`config.mk`:
```
export PLATFORM = sky130hd
export DESIGN_NAME = assist_mode_ctrl
export DESIGN_NICKNAME = d
export VERILOG_FILES = /design/src/rtl/assist_mode_ctrl.sv
export SDC_FILE = /design/constraint.sdc
export NUM_CORES = 1
export LEC_CHECK = 0
export ABC_AREA = 1
export BUFFER_PORTS_ARGS = -buffer_cell sky130_fd_sc_hd__buf_4
export CAP_MARGIN = 25
export CORE_ASPECT_RATIO = 1.2
export CORE_UTILIZATION = 50
export CTS_CLUSTER_DIAMETER = 120
export CTS_CLUSTER_SIZE = 24
export DETAILED_ROUTE_END_ITERATION = 6
export PLACE_DENSITY = 0.67
export RECOVER_POWER = 100
export SYNTH_ARGS = -nofsm -noshare
export SYNTH_HDL_FRONTEND = slang
export SYNTH_SLANG_ARGS = --single-unit
```
`constraint.sdc`:
```
create_clock -name clk -period 4.62 [get_ports clk]
set_input_delay 0.462 -clock clk [delete_from_list [all_inputs] [get_ports clk]]
set_output_delay 0.462 -clock clk [all_outputs]
set_load 0.01 [all_outputs]
```
`src/rtl/assist_mode_ctrl.sv`:
```
// Assist-mode controller: debounced single-button mode stepping with long-press OFF,
// pedaling-idle auto-OFF with restore, and a hysteretic registered brake_n.
module assist_mode_ctrl #(
  parameter int          FAST_SIM    = 0,
  parameter int          MODE_W      = 2,
  parameter int          NUM_MODES   = 4,
  parameter int          RST_MODE    = 2,
  parameter int          DB_CYCLES   = 65536,
  parameter int          LONG_CYCLES = 50000000,
  parameter int          IDLE_CYCLES = 2**28,
  parameter logic [11:0] BRK_ON      = 12'h7C0,
  parameter logic [11:0] BRK_OFF     = 12'h840
) (
  input  logic              clk,
  input  logic              rst_n,
  input  logic              tgglMd,
  input  logic [11:0]       brake,
  input  logic              brake_vld,
  input  logic              not_pedaling,
  output logic [MODE_W-1:0] setting,
  output logic              brake_n,
  output logic              mode_chg,
  output logic              auto_off
);

  localparam int DB   = (FAST_SIM != 0) ? 16  : DB_CYCLES;
  localparam int LONG = (FAST_SIM != 0) ? 64  : LONG_CYCLES;
  localparam int IDLE = (FAST_SIM != 0) ? 256 : IDLE_CYCLES;

  localparam int DB_W = $clog2(DB + 1);
  localparam int LG_W = $clog2(LONG + 1);
  localparam int ID_W = $clog2(IDLE + 1);

  localparam logic [DB_W-1:0]   DB_LAST   = DB_W'(DB - 1);
  localparam logic [DB_W-1:0]   DB_ZERO   = DB_W'(0);
  localparam logic [DB_W-1:0]   DB_ONE    = DB_W'(1);
  localparam logic [LG_W-1:0]   LG_LAST   = LG_W'(LONG - 1);
  localparam logic [LG_W-1:0]   LG_ZERO   = LG_W'(0);
  localparam logic [LG_W-1:0]   LG_ONE    = LG_W'(1);
  localparam logic [ID_W-1:0]   ID_LAST   = ID_W'(IDLE - 1);
  localparam logic [ID_W-1:0]   ID_ZERO   = ID_W'(0);
  localparam logic [ID_W-1:0]   ID_ONE    = ID_W'(1);
  localparam logic [MODE_W-1:0] MODE_MAX  = MODE_W'(NUM_MODES - 1);
  localparam logic [MODE_W-1:0] MODE_RST  = MODE_W'(RST_MODE);
  localparam logic [MODE_W-1:0] MODE_OFF  = MODE_W'(0);
  localparam logic [MODE_W-1:0] MODE_ONE  = MODE_W'(1);

  typedef enum logic [1:0] {
    ST_IDLE      = 2'd0,
    ST_PRESSED   = 2'd1,
    ST_LONG_HELD = 2'd2
  } press_state_t;

  logic              sync1_r, sync2_r;
  logic              db_r, db_d_r;
  logic [DB_W-1:0]   db_cnt_r;
  press_state_t      state_r;
  logic [LG_W-1:0]   hold_cnt_r;
  logic [ID_W-1:0]   idle_cnt_r;
  logic [MODE_W-1:0] setting_r, saved_r;
  logic              auto_off_r, mode_chg_r, brake_n_r;

  logic              db_rise_s, db_fall_s;
  logic              short_s, long_s, idle_run_s, timeout_s;
  logic [MODE_W-1:0] next_mode_s;

  // Synchronise the raw button and debounce it into db_r
  always_ff @(posedge clk or negedge rst_n) begin
    if (!rst_n) begin
      sync1_r  <= 1'b0;
      sync2_r  <= 1'b0;
      db_r     <= 1'b0;
      db_d_r   <= 1'b0;
      db_cnt_r <= DB_ZERO;
    end else begin
      sync1_r <= tgglMd;
      sync2_r <= sync1_r;
      db_d_r  <= db_r;
      if (sync2_r == db_r) begin
        db_cnt_r <= DB_ZERO;
      end else if (db_cnt_r == DB_LAST) begin
        db_r     <= sync2_r;
        db_cnt_r <= DB_ZERO;
      end else begin
        db_cnt_r <= db_cnt_r + DB_ONE;
      end
    end
  end

  assign db_rise_s   = db_r & ~db_d_r;
  assign db_fall_s   = ~db_r & db_d_r;
  assign short_s     = (state_r == ST_PRESSED) && db_fall_s;
  assign long_s      = (state_r == ST_PRESSED) && !db_fall_s && (hold_cnt_r == LG_LAST);
  assign idle_run_s  = not_pedaling && (setting_r != MODE_OFF) && !auto_off_r;
  assign timeout_s   = idle_run_s && (idle_cnt_r == ID_LAST);
  assign next_mode_s = (setting_r == MODE_MAX) ? MODE_OFF : setting_r + MODE_ONE;

  // Press FSM plus mode/auto-OFF bookkeeping; button actions take priority over the idle timeout
  always_ff @(posedge clk or negedge rst_n) begin
    if (!rst_n) begin
      state_r    <= ST_IDLE;
      hold_cnt_r <= LG_ZERO;
      idle_cnt_r <= ID_ZERO;
      setting_r  <= MODE_RST;
      saved_r    <= MODE_OFF;
      auto_off_r <= 1'b0;
      mode_chg_r <= 1'b0;
    end else begin
      mode_chg_r <= 1'b0;

      case (state_r)
        ST_IDLE: begin
          if (db_rise_s) begin
            state_r    <= ST_PRESSED;
            hold_cnt_r <= LG_ZERO;
          end
        end
        ST_PRESSED: begin
          if (db_fall_s) begin
            state_r <= ST_IDLE;
          end else if (hold_cnt_r == LG_LAST) begin
            state_r <= ST_LONG_HELD;
          end else begin
            hold_cnt_r <= hold_cnt_r + LG_ONE;
          end
        end
        ST_LONG_HELD: begin
          if (db_fall_s) begin
            state_r <= ST_IDLE;
          end
        end
        default: begin
          state_r    <= ST_IDLE;
          hold_cnt_r <= LG_ZERO;
        end
      endcase

      if (short_s) begin
        idle_cnt_r <= ID_ZERO;
        if (auto_off_r) begin
          setting_r  <= saved_r;
          auto_off_r <= 1'b0;
          mode_chg_r <= (saved_r != setting_r);
        end else begin
          setting_r  <= next_mode_s;
          mode_chg_r <= (next_mode_s != setting_r);
        end
      end else if (long_s) begin
        idle_cnt_r <= ID_ZERO;
        setting_r  <= MODE_OFF;
        auto_off_r <= 1'b0;
        mode_chg_r <= (setting_r != MODE_OFF);
      end else if (timeout_s) begin
        idle_cnt_r <= ID_ZERO;
        saved_r    <= setting_r;
        setting_r  <= MODE_OFF;
        auto_off_r <= 1'b1;
        mode_chg_r <= 1'b1;
      end else if (auto_off_r && !not_pedaling) begin
        idle_cnt_r <= ID_ZERO;
        setting_r  <= saved_r;
        auto_off_r <= 1'b0;
        mode_chg_r <= (saved_r != setting_r);
      end else if (!not_pedaling) begin
        idle_cnt_r <= ID_ZERO;
      end else if (idle_run_s && (idle_cnt_r != ID_LAST)) begin
        idle_cnt_r <= idle_cnt_r + ID_ONE;
      end
    end
  end

  // Brake comparator with hysteresis band, updated only on valid samples
  always_ff @(posedge clk or negedge rst_n) begin
    if (!rst_n) begin
      brake_n_r <= 1'b0;
    end else if (brake_vld) begin
      if (brake < BRK_ON) begin
        brake_n_r <= 1'b0;
      end else if (brake > BRK_OFF) begin
        brake_n_r <= 1'b1;
      end
    end
  end

  assign setting  = setting_r;
  assign brake_n  = brake_n_r;
  assign mode_chg = mode_chg_r;
  assign auto_off = auto_off_r;

endmodule

```
==> results of run 1 <==
-- final timing paths --
check / to / slack [ps] / cells past startpoint
worst min register to register: sync2_r / 350 / 0
max in group asynchronous: setting[0] / 1660 / 3
worst max-delay path: idle_cnt_r[4] / 1290 / 10
worst max register to register: idle_cnt_r[4] / 1290 / 10
min in group asynchronous: idle_cnt_r[19] / 800 / 2
worst min-delay path: sync1_r / 250 / 1
-- cell type report --
type / count / area share
multi-input combinational: 608 / 0.4830
sequential: 85 / 0.3556
inverter: 84 / 0.05310
clock buffer: 11 / 0.04056
timing repair buffer: 25 / 0.02697
tap: 129 / 0.02697
clock inverter: 5 / 0.01380
-- synthesized netlist by cell type (3+ instances only) --
library cell	count	area, um^2
inv_1	82	307.8
or2_2	4	25.02
buf_2	8	40.04
nand3b_1	3	22.52
o21ai_1	4	20.02
o21ai_0	38	190.2
a21o_1	4	30.03
nor2_2	3	18.77
nand3_1	82	410.4
nor3_1	27	135.1
a21oi_1	7	35.03
nand4_1	22	137.6
xnor2_1	5	43.79
nand2_2	4	25.02
xor2_1	22	192.7
a31oi_1	3	18.77
nor2_1	119	446.7
nand2_1	230	863.3
ha_1	5	62.56
o21ai_2	5	43.79
dfrtp_1	84	2102
o21bai_1	3	22.52
clkbuf_1	4	15.01
-- power groups by stage --
stage	clock network, mW	registers, mW	logic [mW]
6_report	0.791	0.755	0.0591
2_1_floorplan	0	0.768	0.0296
5_1_grt	0.831	0.755	0.0676
3_3_place_gp	0	0.768	0.0607
3_5_place_dp	0	0.769	0.0657
4_1_cts	0.810	0.754	0.0663
-- state kept, by name, summed over array words and instances, names as in the netlist, 2 cells and up --
| signal | cells |
|---|---|
| saved_r | 2 |
| setting | 2 |
| state_r | 2 |
| idle_cnt_r | 29 |
| db_cnt_r | 17 |
| hold_cnt_r | 26 |
-- critical path: cells and delay by family (launching register included) --
kind                   cells  cell delay, ps
buffers and inverters      4             920
flip-flops                 1             400
AND/OR/NAND/NOR            5            1750
AO/OA/AOI/OAI              1             120
-- logic make-up (layout without fill, tap and decap cells) --
family / after synthesis / in the layout
AOI/OAI and AO/OA: 70 / 70
and+or+nand+nor: 506 / 506
adders and majority gates: 5 / 5
xor gates and xnor gates: 27 / 27
DFF: 85 / 85
buffers and inverters: 100 / 125
-- metrics by stage --
step | worst slack, ps | area, um^2 | util | hold WS, ps | total power [mW]
2_1_floorplan | 2736 | 5478 | - | 166.4 | 0.7974
3_3_place_gp | 2050 | 5719 | 0.5412 | 337.3 | 0.8290
3_5_place_dp | 1947 | 5747 | 0.5438 | 334.7 | 0.8342
4_1_cts | 1926 | 6082 | 0.5755 | 218.4 | 1.631
5_1_grt | 993.7 | 5984 | 0.5663 | 245.5 | 1.654
6_report | 1289 | 5984 | 0.5663 | 252.6 | 1.605
-- metal layers --
layer	vias to the layer above	wire length [um]	share of wire
li1	2598	-	-
met1	2397	5479	0.42
met2	146	6553	0.50
met3	42	572	0.044
met4	0	423	0.032
met5	-	0	0
==> results by group, run 1 <==
Timing
  – Tmin final: 3331 ps
  – Skew final: between 8 and 9 ps
  – Period utilisation layout: 0.7210
  – Worst slew margin: -0.09696
  – Worst-margin pin slew: 1645 ps
  – Final Hold Fails: 0
  – Top achievable clock speed: approximately 300 MHz
  – Max-slew violations: 68
  – RSZ-0062 raised after global routing: false
  – Fin Setup TNS: 0 ps
  – Endpoints failing setup: 0

Synth
  – Synth warn: 0
  – FFs w/ async S/R, synth: 1.000
  – Ys flop type: dfrtp_1
  – Distinct cell type count after synthesis: 42
  – Mux contribution to synthesized area: 0
  – Xor-xnor portion of the synthesized cell area: 0.04317
  – Largest family of logic cells by synthesized area: simple AND/OR/NAND/NOR gates
  – Netlist Area Pre-Place: 5478 um^2
  – Cell count after synthesis: 793
  – Synthesis-stage register bit count: 85
  – Post-Synth Simple-Gate Area: 0.4077
  – Synth Area in Adders: 0.01142
  – Synth Area in Compound Gates: 0.07423
  – Syn Area/Cell: 6.908 um^2
  – Post-synth EDFFs: 0
  – Syn Nets: 815
  – Sequential-to-total area share from yosys stat: 0.3885

Power
  – LEAKAGE: 2.670 nW
  – Internal power: 1.259 mW
  – Maximum vdd drop: 171.2 uV
  – Clock power share: 0.493
  – Flop pwr share: 0.470
  – Logic pwr share: 0.037
  – PwrDens: 268.2 nW/um^2
  – Sw frac: 0.2158
  – P_sw: about 0.35 mW

Clocking
  – Clock Path Buffers: 2
  – Hold_buf cts: 1
  – Post-CTS Setup Bufs: 0
  – Skew-Pair Late Insertion Delay: 340 ps
  – H-tree levels: 3
  – CTS tree: yes
  – Sink Count: 85
  – CTS resizes: 0
  – Clk root buf: clkbuf_16
  – Clk slew on worst S/H paths: ~60 ps
  – Total CTS buffers: 9

Setup path
  – Crit end category: flop
  – CP max stage delay: 670 ps
  – CP arrival: 3540 ps
  – Crit path kind: flop to flop
  – Crit path launch type: flop
  – Launching point of the worst reg2reg path: state_r[1]
  – Data required time at the worst endpoint: ~4800 ps
  – CP startpoint: state_r[1]
  – CP cell instances: inv_1, nand2_1, inv_1, nand2_1, inv_1, nand3_1, nand3_1, inv_4, nand2_1, o21ai_0
  – CP max-delay cell: nand3_1
  – Crit-path max FO: 21

Global route
  – Gr usage total: 0.2428
  – Largest net degree at the start of global routing: around 70
  – Met3 usage: 0.03471
  – Total grt overflow: 0
  – Vias in the first global route: about 5,000
  – First-pass GRT wire length: 22.26 mm
  – Initial antenna violation count: 0
  – Met1 GRT Util: 0.2899
  – Layer carrying the most global-route usage: met2
  – Met2 Use GR: 0.4294

Layout
  – Layout area overhead: 9.251%
  – Commonest non-fill, non-tap cell in the layout: nand2_1
  – Nets: 835
  – Multi-input logic area: 2890 um^2
  – Most frequent cells in the layout: 231 x nand2_1, 120 x nor2_1, 84 x nand3_1, 84 x dfrtp_1, 82 x inv_1
  – Fraction of layout cells with a size suffix above 1: 0.06357
  – Fin cells: 947
  – FF/Latch Area: 2128 um^2
  – # diodes: 0
  – Filler cells: 1,044

Hold path
  – Worst Hold Launch: tgglMd
  – Hold Path Class: input pin to flop

Detailed routing
  – Via/cell ratio: around 5.5
  – Routed wire length per instance: 13.76 um
  – # DRC: 0
  – Via count of the routed design: 5,183
  – 1st-pass router iterations: 4
  – Detailed Route Iter0 Violations: 292
  – Routed Wire Length: 13.03 mm
  – Final ANT Viol Nets: 0

Place
  – Placed insts: just over 900
  – PortBufs: 21
  – Routability cong.: 0.9403
  – Dpl hpwl: roughly 9.6 mm

Flow run
  – Max Cap Viol: 1

Outcome
  – Status: complete, but fails checks
  – Failing checks: max-capacitance violations, max-slew violations

Floorplan
  – Boundary pin count: 22
  – Core Area: 10,570 um^2
  – DIE WIDTH: 97.55 um
  – Full die area: ~11,000 um^2
  – Initial Util: 0.5184
  – Die Ht: 116.7 um
  – Cell row count: 41
Power figures use the tool's default switching activity.
==> inputs of run 2 (changes only) <==
Settings changed: ABC_AREA 1 to 0, PLACE_DENSITY 0.67 to 0.7.
Clock period 4.62 ns to 2.9 ns, I/O delays scaled along.
==> run 2 against run 1 <==
The run now ends clean. Worst setup slack got worse by 1000 ps. First-iteration DRC count is 33% lower. Combinational power grew 47%. Critical path depth shrank 4. Synthesized area decreased by 18%.
==> results by group, run 2 <==
Timing
  – Skew final: 11.08 ps (was 8.085 ps)
  – Top achievable clock speed: 375.8 MHz (was 300.2 MHz)
  – Period utilisation layout: 0.9176 (was 0.7210)
  – Fin Setup TNS: 0 ps (unchanged)
  – Tmin final: 2661 ps (was 3331 ps)
  – Endpoints failing setup: 0 (unchanged)
  – Worst slew margin: 0.1891 (was -0.09696)
  – Hold slack: 59.25 ps (was 252.6 ps)
  – Worst-margin pin slew: 1216 ps (was 1645 ps)
  – Max-slew violations: 0 (was 68)
  – Final Hold Fails: 0 (unchanged)
  – RSZ-0062 raised after global routing: false (unchanged)

Layout
  – Multi-input logic area: 2251 um^2 (was 2890 um^2)
  – Commonest non-fill, non-tap cell in the layout: dfrtp_1 (was nand2_1)
  – Top reg by flops: idle_cnt_r (unchanged)
  – # diodes: 0 (unchanged)
  – Largest regs: idle_cnt_r (29), hold_cnt_r (26), db_cnt_r (17) (unchanged)
  – Filler cells: 794 (was 1,044)
  – Fin cells: 635 (was 947)
  – Layout area overhead: 10.11% (was 9.251%)
  – Fraction of layout cells with a size suffix above 1: 0.1139 (was 0.06357)
  – Nets: 535 (was 835)
  – Fin util: 0.5716 (was 0.5663)
  – Most frequent cells in the layout: 84 x dfrtp_1, 73 x nor2_1, 41 x a21oi_1 (was 231 x nand2_1, 120 x nor2_1, 84 x nand3_1, 84 x dfrtp_1, 82 x inv_1)
  – FF/Latch Area: 2128 um^2 (unchanged)
  – Max reg flops: 29 (unchanged)

Synth
  – Xor-xnor portion of the synthesized cell area: 0.09159 (was 0.04317)
  – Cell count after synthesis: 484 (was 793)
  – Synth warn: 0 (unchanged)
  – Yosys top cell by area: dfrtp_1 (unchanged)
  – Syn Nets: 506 (was 815)
  – Distinct cell type count after synthesis: 58 (was 42)
  – Top cells by count, synth: 84 x dfrtp_1, 72 x nor2_1, 41 x a21oi_1 (was 230 x nand2_1, 119 x nor2_1, 84 x dfrtp_1)
  – Synth Area in Compound Gates: 0.1258 (was 0.07423)
  – Netlist Area Pre-Place: 4494 um^2 (was 5478 um^2)
  – Sequential-to-total area share from yosys stat: 0.4736 (was 0.3885)
  – Post-Synth Simple-Gate Area: 0.2589 (was 0.4077)
  – Post-synth top area share: 0.4677 (was 0.3837)
  – Ys flop type: dfrtp_1 (unchanged)
  – Syn Area/Cell: 9.286 um^2 (was 6.908 um^2)
  – Largest family of logic cells by synthesized area: simple AND/OR/NAND/NOR gates (unchanged)
  – Post-synth EDFFs: 0 (unchanged)
  – Synth Area in Adders: 0.01392 (was 0.01142)
  – FFs w/ async S/R, synth: 1.000 (unchanged)
  – Mux contribution to synthesized area: 0.01197 (was 0)
  – Most frequent cell after synthesis: dfrtp_1 (was nand2_1)
  – Synthesis-stage register bit count: 85 (unchanged)
  – Area contributors post-synth: dfrtp_1 47%, xnor2_1 6.4%, nor2_1 6.0%, a21oi_1 4.6%, nand4_1 3.2% (was dfrtp_1 38%, nand2_1 16%, nor2_1 8.2%, nand3_1 7.5%, inv_1 5.6%)

Place
  – PortBufs: 21 (unchanged)
  – Placed insts: 617 (was 930)
  – Routability cong.: 0.8377 (was 0.9403)
  – Dpl hpwl: 6.364 mm (was 9.634 mm)

Power
  – Design Power: 2.044 mW (was 1.605 mW)
  – LEAKAGE: 2.030 nW (was 2.670 nW)
  – Maximum vdd drop: 315.1 uV (was 171.2 uV)
  – PwrDens: 413.1 nW/um^2 (was 268.2 nW/um^2)

Setup path
  – CP arrival: 2950 ps (was 3540 ps)
  – Data required time at the worst endpoint: 3190 ps (was 4830 ps)
  – Crit end category: flop (unchanged)
  – Crit path launch type: flop (unchanged)
  – Crit path kind: flop to flop (unchanged)
  – Crit-path max FO: 12 (was 21)

Global route
  – Gr usage total: 0.2142 (was 0.2428)
  – First-pass GRT wire length: 15.70 mm (was 22.26 mm)
  – Initial antenna violation count: 0 (unchanged)
  – Vias in the first global route: 3,497 (was 4,903)
  – Total grt overflow: 0 (unchanged)
  – Largest net degree at the start of global routing: 49 (was 68)

Clocking
  – Clk slew on worst S/H paths: 80 ps (was 60 ps)
  – Post-CTS Setup Bufs: 0 (unchanged)
  – Clock Path Buffers: 2 (unchanged)
  – Skew-Pair Late Insertion Delay: 360 ps (was 340 ps)
  – Clk root buf: clkbuf_8 (was clkbuf_16)
  – H-tree levels: 3 (unchanged)
  – CTS tree: yes (unchanged)
  – CTS resizes: 0 (unchanged)
  – Sink Count: 85 (unchanged)
  – Total CTS buffers: 9 (unchanged)

Floorplan
  – Cell row count: 37 (was 41)
  – Die Ht: 105.9 um (was 116.7 um)
  – DIE WIDTH: 88.55 um (was 97.55 um)
  – Core Area: 8657 um^2 (was 10,570 um^2)
  – Boundary pin count: 22 (unchanged)
  – Initial Util: 0.5192 (was 0.5184)
  – Full die area: 9373 um^2 (was 11,380 um^2)

Detailed routing
  – Routed wire length per instance: 14.56 um (was 13.76 um)
  – 1st-pass router iterations: 4 (unchanged)
  – Via/cell ratio: 5.809 (was 5.473)
  – Routed Wire Length: 9.248 mm (was 13.03 mm)
  – # DRC: 0 (unchanged)
  – Final ANT Viol Nets: 0 (unchanged)
  – Detailed Route Iter0 Violations: 197 (was 292)
  – Via count of the routed design: 3,689 (was 5,183)

Outcome
  – Status: finished clean (was complete, but fails checks)

Flow run
  – Max Cap Viol: 0 (was 1)

Hold path
  – Hold Path Class: input pin to flop (unchanged)
[run 2: logic make-up after synthesis]
family / Yosys count
DFF: 85
buffers and inverters: 23
and+or+nand+nor: 230
xor gates and xnor gates: 47
AOI/OAI and AO/OA: 89
adders and majority gates: 5
muxes: 5
[run 2: layout make-up]
type	count	share of cell area
repair buffers	32	0.04425
inverters	9	0.006827
multi-input cells	376	0.4549
clock buffers	13	0.03009
clock inverters	3	0.004298
well taps	117	0.02958
flip-flops and latches	85	0.4301
[run 2: timing repair]
item                                    CTS  global route
endpoints found under the setup margin    0             0
hold endpoints to repair                 45             0
hold buffers                              1             0
[run 2: metrics by stage]
step / setup slack (ps) / instance area [um^2]
after CTS: 296.8 / 4971
after global routing: 110.8 / 4949
after global placement: 350.7 / 4791
final: 239.0 / 4949
after floorplan: 434.7 / 4494
after detailed placement: 302.8 / 4791
[run 2: critical path, cell delays in order, from the launching register on]
cell and delay (ps):
dfrtp_1 440, or4_1 530, or4_1 590, o21ba_1 350
a21oi_4 370, o21ai_0 180, a21oi_2 130
[run 2: worst paths after layout]
check                          startpoint             end  slack (ps)  depth (start not counted)
hold / removal                     tgglMd         sync1_r          60                          1
min in group asynchronous           rst_n      saved_r[0]         710                          2
max in group asynchronous           rst_n  idle_cnt_r[19]         610                          3
hold reg to reg                   sync1_r         sync2_r         360                          0
setup reg to reg           hold_cnt_r[11]  hold_cnt_r[14]         240                          6
setup / recovery           hold_cnt_r[11]  hold_cnt_r[14]         240                          6
[run 2: power by group]
group	internal (mW)	leakage, nW	switching, mW
sequential	1.19	1.17	0.00795
combinational	0.0311	0.779	0.0555
clock	0.336	0.0836	0.420
[run 2: per-layer routing]
| layer | track usage | vias up | part of all wire |
|---|---|---|---|
| met5 | 0 | - | 0 |
| met4 | 0.09101 | 0 | 0.024 |
| met3 | 0.03837 | 18 | 0.027 |
| met2 | 0.3429 | 60 | 0.49 |
| met1 | 0.2821 | 1826 | 0.46 |
| li1 | - | 1785 | - |
==> inputs of run 3 (changes only) <==
Settings changed: MAX_ROUTING_LAYER from default to met4.
==> run 3 against run 2 <==
Die area unchanged. Wire length up 0.21%. Global-route usage up 0.61 points. Largest cell class unchanged. Critical endpoint unchanged. Worst setup slack better by 4.4 ps. Count of clock-buffer cells in the layout unchanged. Clock skew down 1.3 ps. Final cell count unchanged. Via count down 0.24%. Clock power about the same. Register-to-register slack about the same. Sequential power about the same. Highest routed layer unchanged.
==> results by group, run 3 (synthesis results as in run 2) <==
Outcome
  – Status: finished clean (unchanged)

Setup path
  – Crit path kind: flop to flop (unchanged)
  – CP cell instances: or4_1, or4_1, o21ba_1, a21oi_4, o21ai_0, a21oi_2 (unchanged)
  – WP buf/inv: 0 (unchanged)
  – Worst path most repeated cell: or4_1 (unchanged)
  – Data required time at the worst endpoint: 3190 ps (about the same)
  – Crit path launch type: flop (unchanged)
  – Crit end category: flop (unchanged)
  – CP top delay family: simple AND/OR/NAND/NOR gates (unchanged)
  – Launching point of the worst reg2reg path: hold_cnt_r[11] (unchanged)
  – CP startpoint: hold_cnt_r[11] (unchanged)
  – Crit-path max FO: 12 (unchanged)
  – CP arrival: 2950 ps (about the same)
  – CP max-delay cell: or4_1 (unchanged)
  – CP max stage delay: 590 ps (about the same)

Detailed routing
  – Routed Wire Length: 9.267 mm (was 9.248 mm)
  – Via count of the routed design: 3,680 (was 3,689)
  – Routed wire length per instance: 14.59 um (was 14.56 um)
  – Final ANT Viol Nets: 0 (unchanged)
  – Detailed Route Iter0 Violations: 189 (was 197)
  – # DRC: 0 (unchanged)
  – Via/cell ratio: 5.795 (was 5.809)
  – 1st-pass router iterations: 4 (unchanged)

Timing
  – Worst-margin pin slew: 1214 ps (was 1216 ps)
  – Top achievable clock speed: 376.4 MHz (was 375.8 MHz)
  – Skew final: 9.787 ps (was 11.08 ps)
  – Hold slack: 56.33 ps (was 59.25 ps)
  – Max-slew violations: 0 (unchanged)
  – RSZ-0062 raised after global routing: false (unchanged)
  – Fin Setup TNS: 0 ps (unchanged)
  – Final Hold Fails: 0 (unchanged)
  – Tmin final: 2657 ps (was 2661 ps)
  – Endpoints failing setup: 0 (unchanged)
  – Worst setup margin: 243.4 ps (was 239.0 ps)
  – Worst slew margin: 0.1907 (was 0.1891)
  – Period utilisation layout: 0.9161 (was 0.9176)

Floorplan
  – Initial Util: 0.5192 (unchanged)
  – Boundary pin count: 22 (unchanged)
  – DIE WIDTH: 88.55 um (unchanged)
  – Die Ht: 105.9 um (unchanged)
  – Full die area: 9373 um^2 (unchanged)
  – Cell row count: 37 (unchanged)
  – Core Area: 8657 um^2 (unchanged)

Power
  – LEAKAGE: 2.030 nW (unchanged)
  – PwrDens: 413.3 nW/um^2 (was 413.1 nW/um^2)
  – P_sw: 0.4849 mW (was 0.4836 mW)
  – Internal power: 1.561 mW (about the same)
  – Maximum vdd drop: 316.1 uV (was 315.1 uV)
  – Logic pwr share: 0.042 (about the same)
  – Sw frac: 0.2371 (was 0.2366)
  – Flop pwr share: 0.587 (was 0.588)
  – Clock power share: 0.370 (about the same)

Global route
  – Vias in the first global route: 3,491 (was 3,497)
  – Largest net degree at the start of global routing: 49 (unchanged)
  – Initial antenna violation count: 0 (unchanged)
  – Gr usage total: 0.2203 (was 0.2142)
  – First-pass GRT wire length: 15.73 mm (was 15.70 mm)
  – Total grt overflow: 0 (unchanged)

Layout
  – Layout area overhead: 10.11% (unchanged)
  – Most frequent cells in the layout: 84 x dfrtp_1, 73 x nor2_1, 41 x a21oi_1 (unchanged)
  – Largest regs: idle_cnt_r (29), hold_cnt_r (26), db_cnt_r (17) (unchanged)
  – # diodes: 0 (unchanged)
  – Commonest non-fill, non-tap cell in the layout: dfrtp_1 (unchanged)
  – Fraction of layout cells with a size suffix above 1: 0.1139 (unchanged)
  – Top reg by flops: idle_cnt_r (unchanged)
  – Max reg flops: 29 (unchanged)
  – Nets: 535 (unchanged)

Clocking
  – CTS resizes: 0 (unchanged)
  – Skew-Pair Late Insertion Delay: 360 ps (about the same)
  – Post-CTS Setup Bufs: 0 (unchanged)
  – Clk root buf: clkbuf_8 (unchanged)
  – CTS tree: yes (unchanged)
  – Clk slew on worst S/H paths: 80 ps (about the same)
  – Hold_buf cts: 1 (unchanged)
  – H-tree levels: 3 (unchanged)
  – Total CTS buffers: 9 (unchanged)
  – Clock Path Buffers: 2 (unchanged)
  – Sink Count: 85 (unchanged)

Place
  – Setup WS pre-CTS: 302.8 ps (unchanged)
  – Dpl hpwl: 6.364 mm (unchanged)
  – PortBufs: 21 (unchanged)
  – Routability cong.: 0.8506 (was 0.8377)

Flow run
  – Max Cap Viol: 0 (unchanged)

Hold path
  – Worst Hold Launch: tgglMd (unchanged)
  – Hold Path Class: input pin to flop (unchanged)
run 3: cell counts in the layout (fill, tap and decap cells not counted):
No cell type changed its count.
run 3: per-stage QoR:
stage	total power [mW]	instance area, um^2	utilization	std cells
final	2.045	4949	0.5716	635
after global routing	2.135	4949	0.5716	635
after CTS	2.076	4971	0.5742	634
after detailed placement	1.316	4791	0.5534	617
after global placement	1.314	4791	0.5534	617
after floorplan	1.258	4494	-	484
run 3: power groups by stage:
stage / Combinational, mW / Sequential (mW) / Clock [mW]
after floorplan: 0.0340 / 1.22 / 0
after global placement: 0.0897 / 1.22 / 0
after detailed placement: 0.0912 / 1.22 / 0
after CTS: 0.0924 / 1.20 / 0.782
after global routing: 0.100 / 1.20 / 0.831
final: 0.0865 / 1.20 / 0.758
run 3: metal layers:
metal / up-vias / global-route usage / share of wire / wire length [um]
li1: 1782 / - / - / -
met4: 0 / 0.09101 / 0.024 / 218
met2: 60 / 0.3429 / 0.48 / 4488
met1: 1820 / 0.2826 / 0.46 / 4304
met5: - / - / 0 / 0
met3: 18 / 0.03837 / 0.028 / 255
run 3: area by class of cell:
| class | count | area (um^2) |
|---|---|---|
| clock buffer | 13 | 148.9 |
| tap | 117 | 146.4 |
| multi-input combinational | 376 | 2251 |
| fill | 794 | 3709 |
| sequential | 85 | 2128 |
| clock inverter | 3 | 21.27 |
| inverter | 9 | 33.78 |
| timing repair buffer | 32 | 219.0 |
run 3: final timing paths:
kind,endpoint,slack (ps),depth (start not counted)
setup reg to reg,hold_cnt_r[14],240,6
max in group asynchronous,idle_cnt_r[19],630,3
hold / removal,sync1_r,60,1
setup / recovery,hold_cnt_r[14],240,6
min in group asynchronous,saved_r[0],710,2
hold reg to reg,sync2_r,360,0
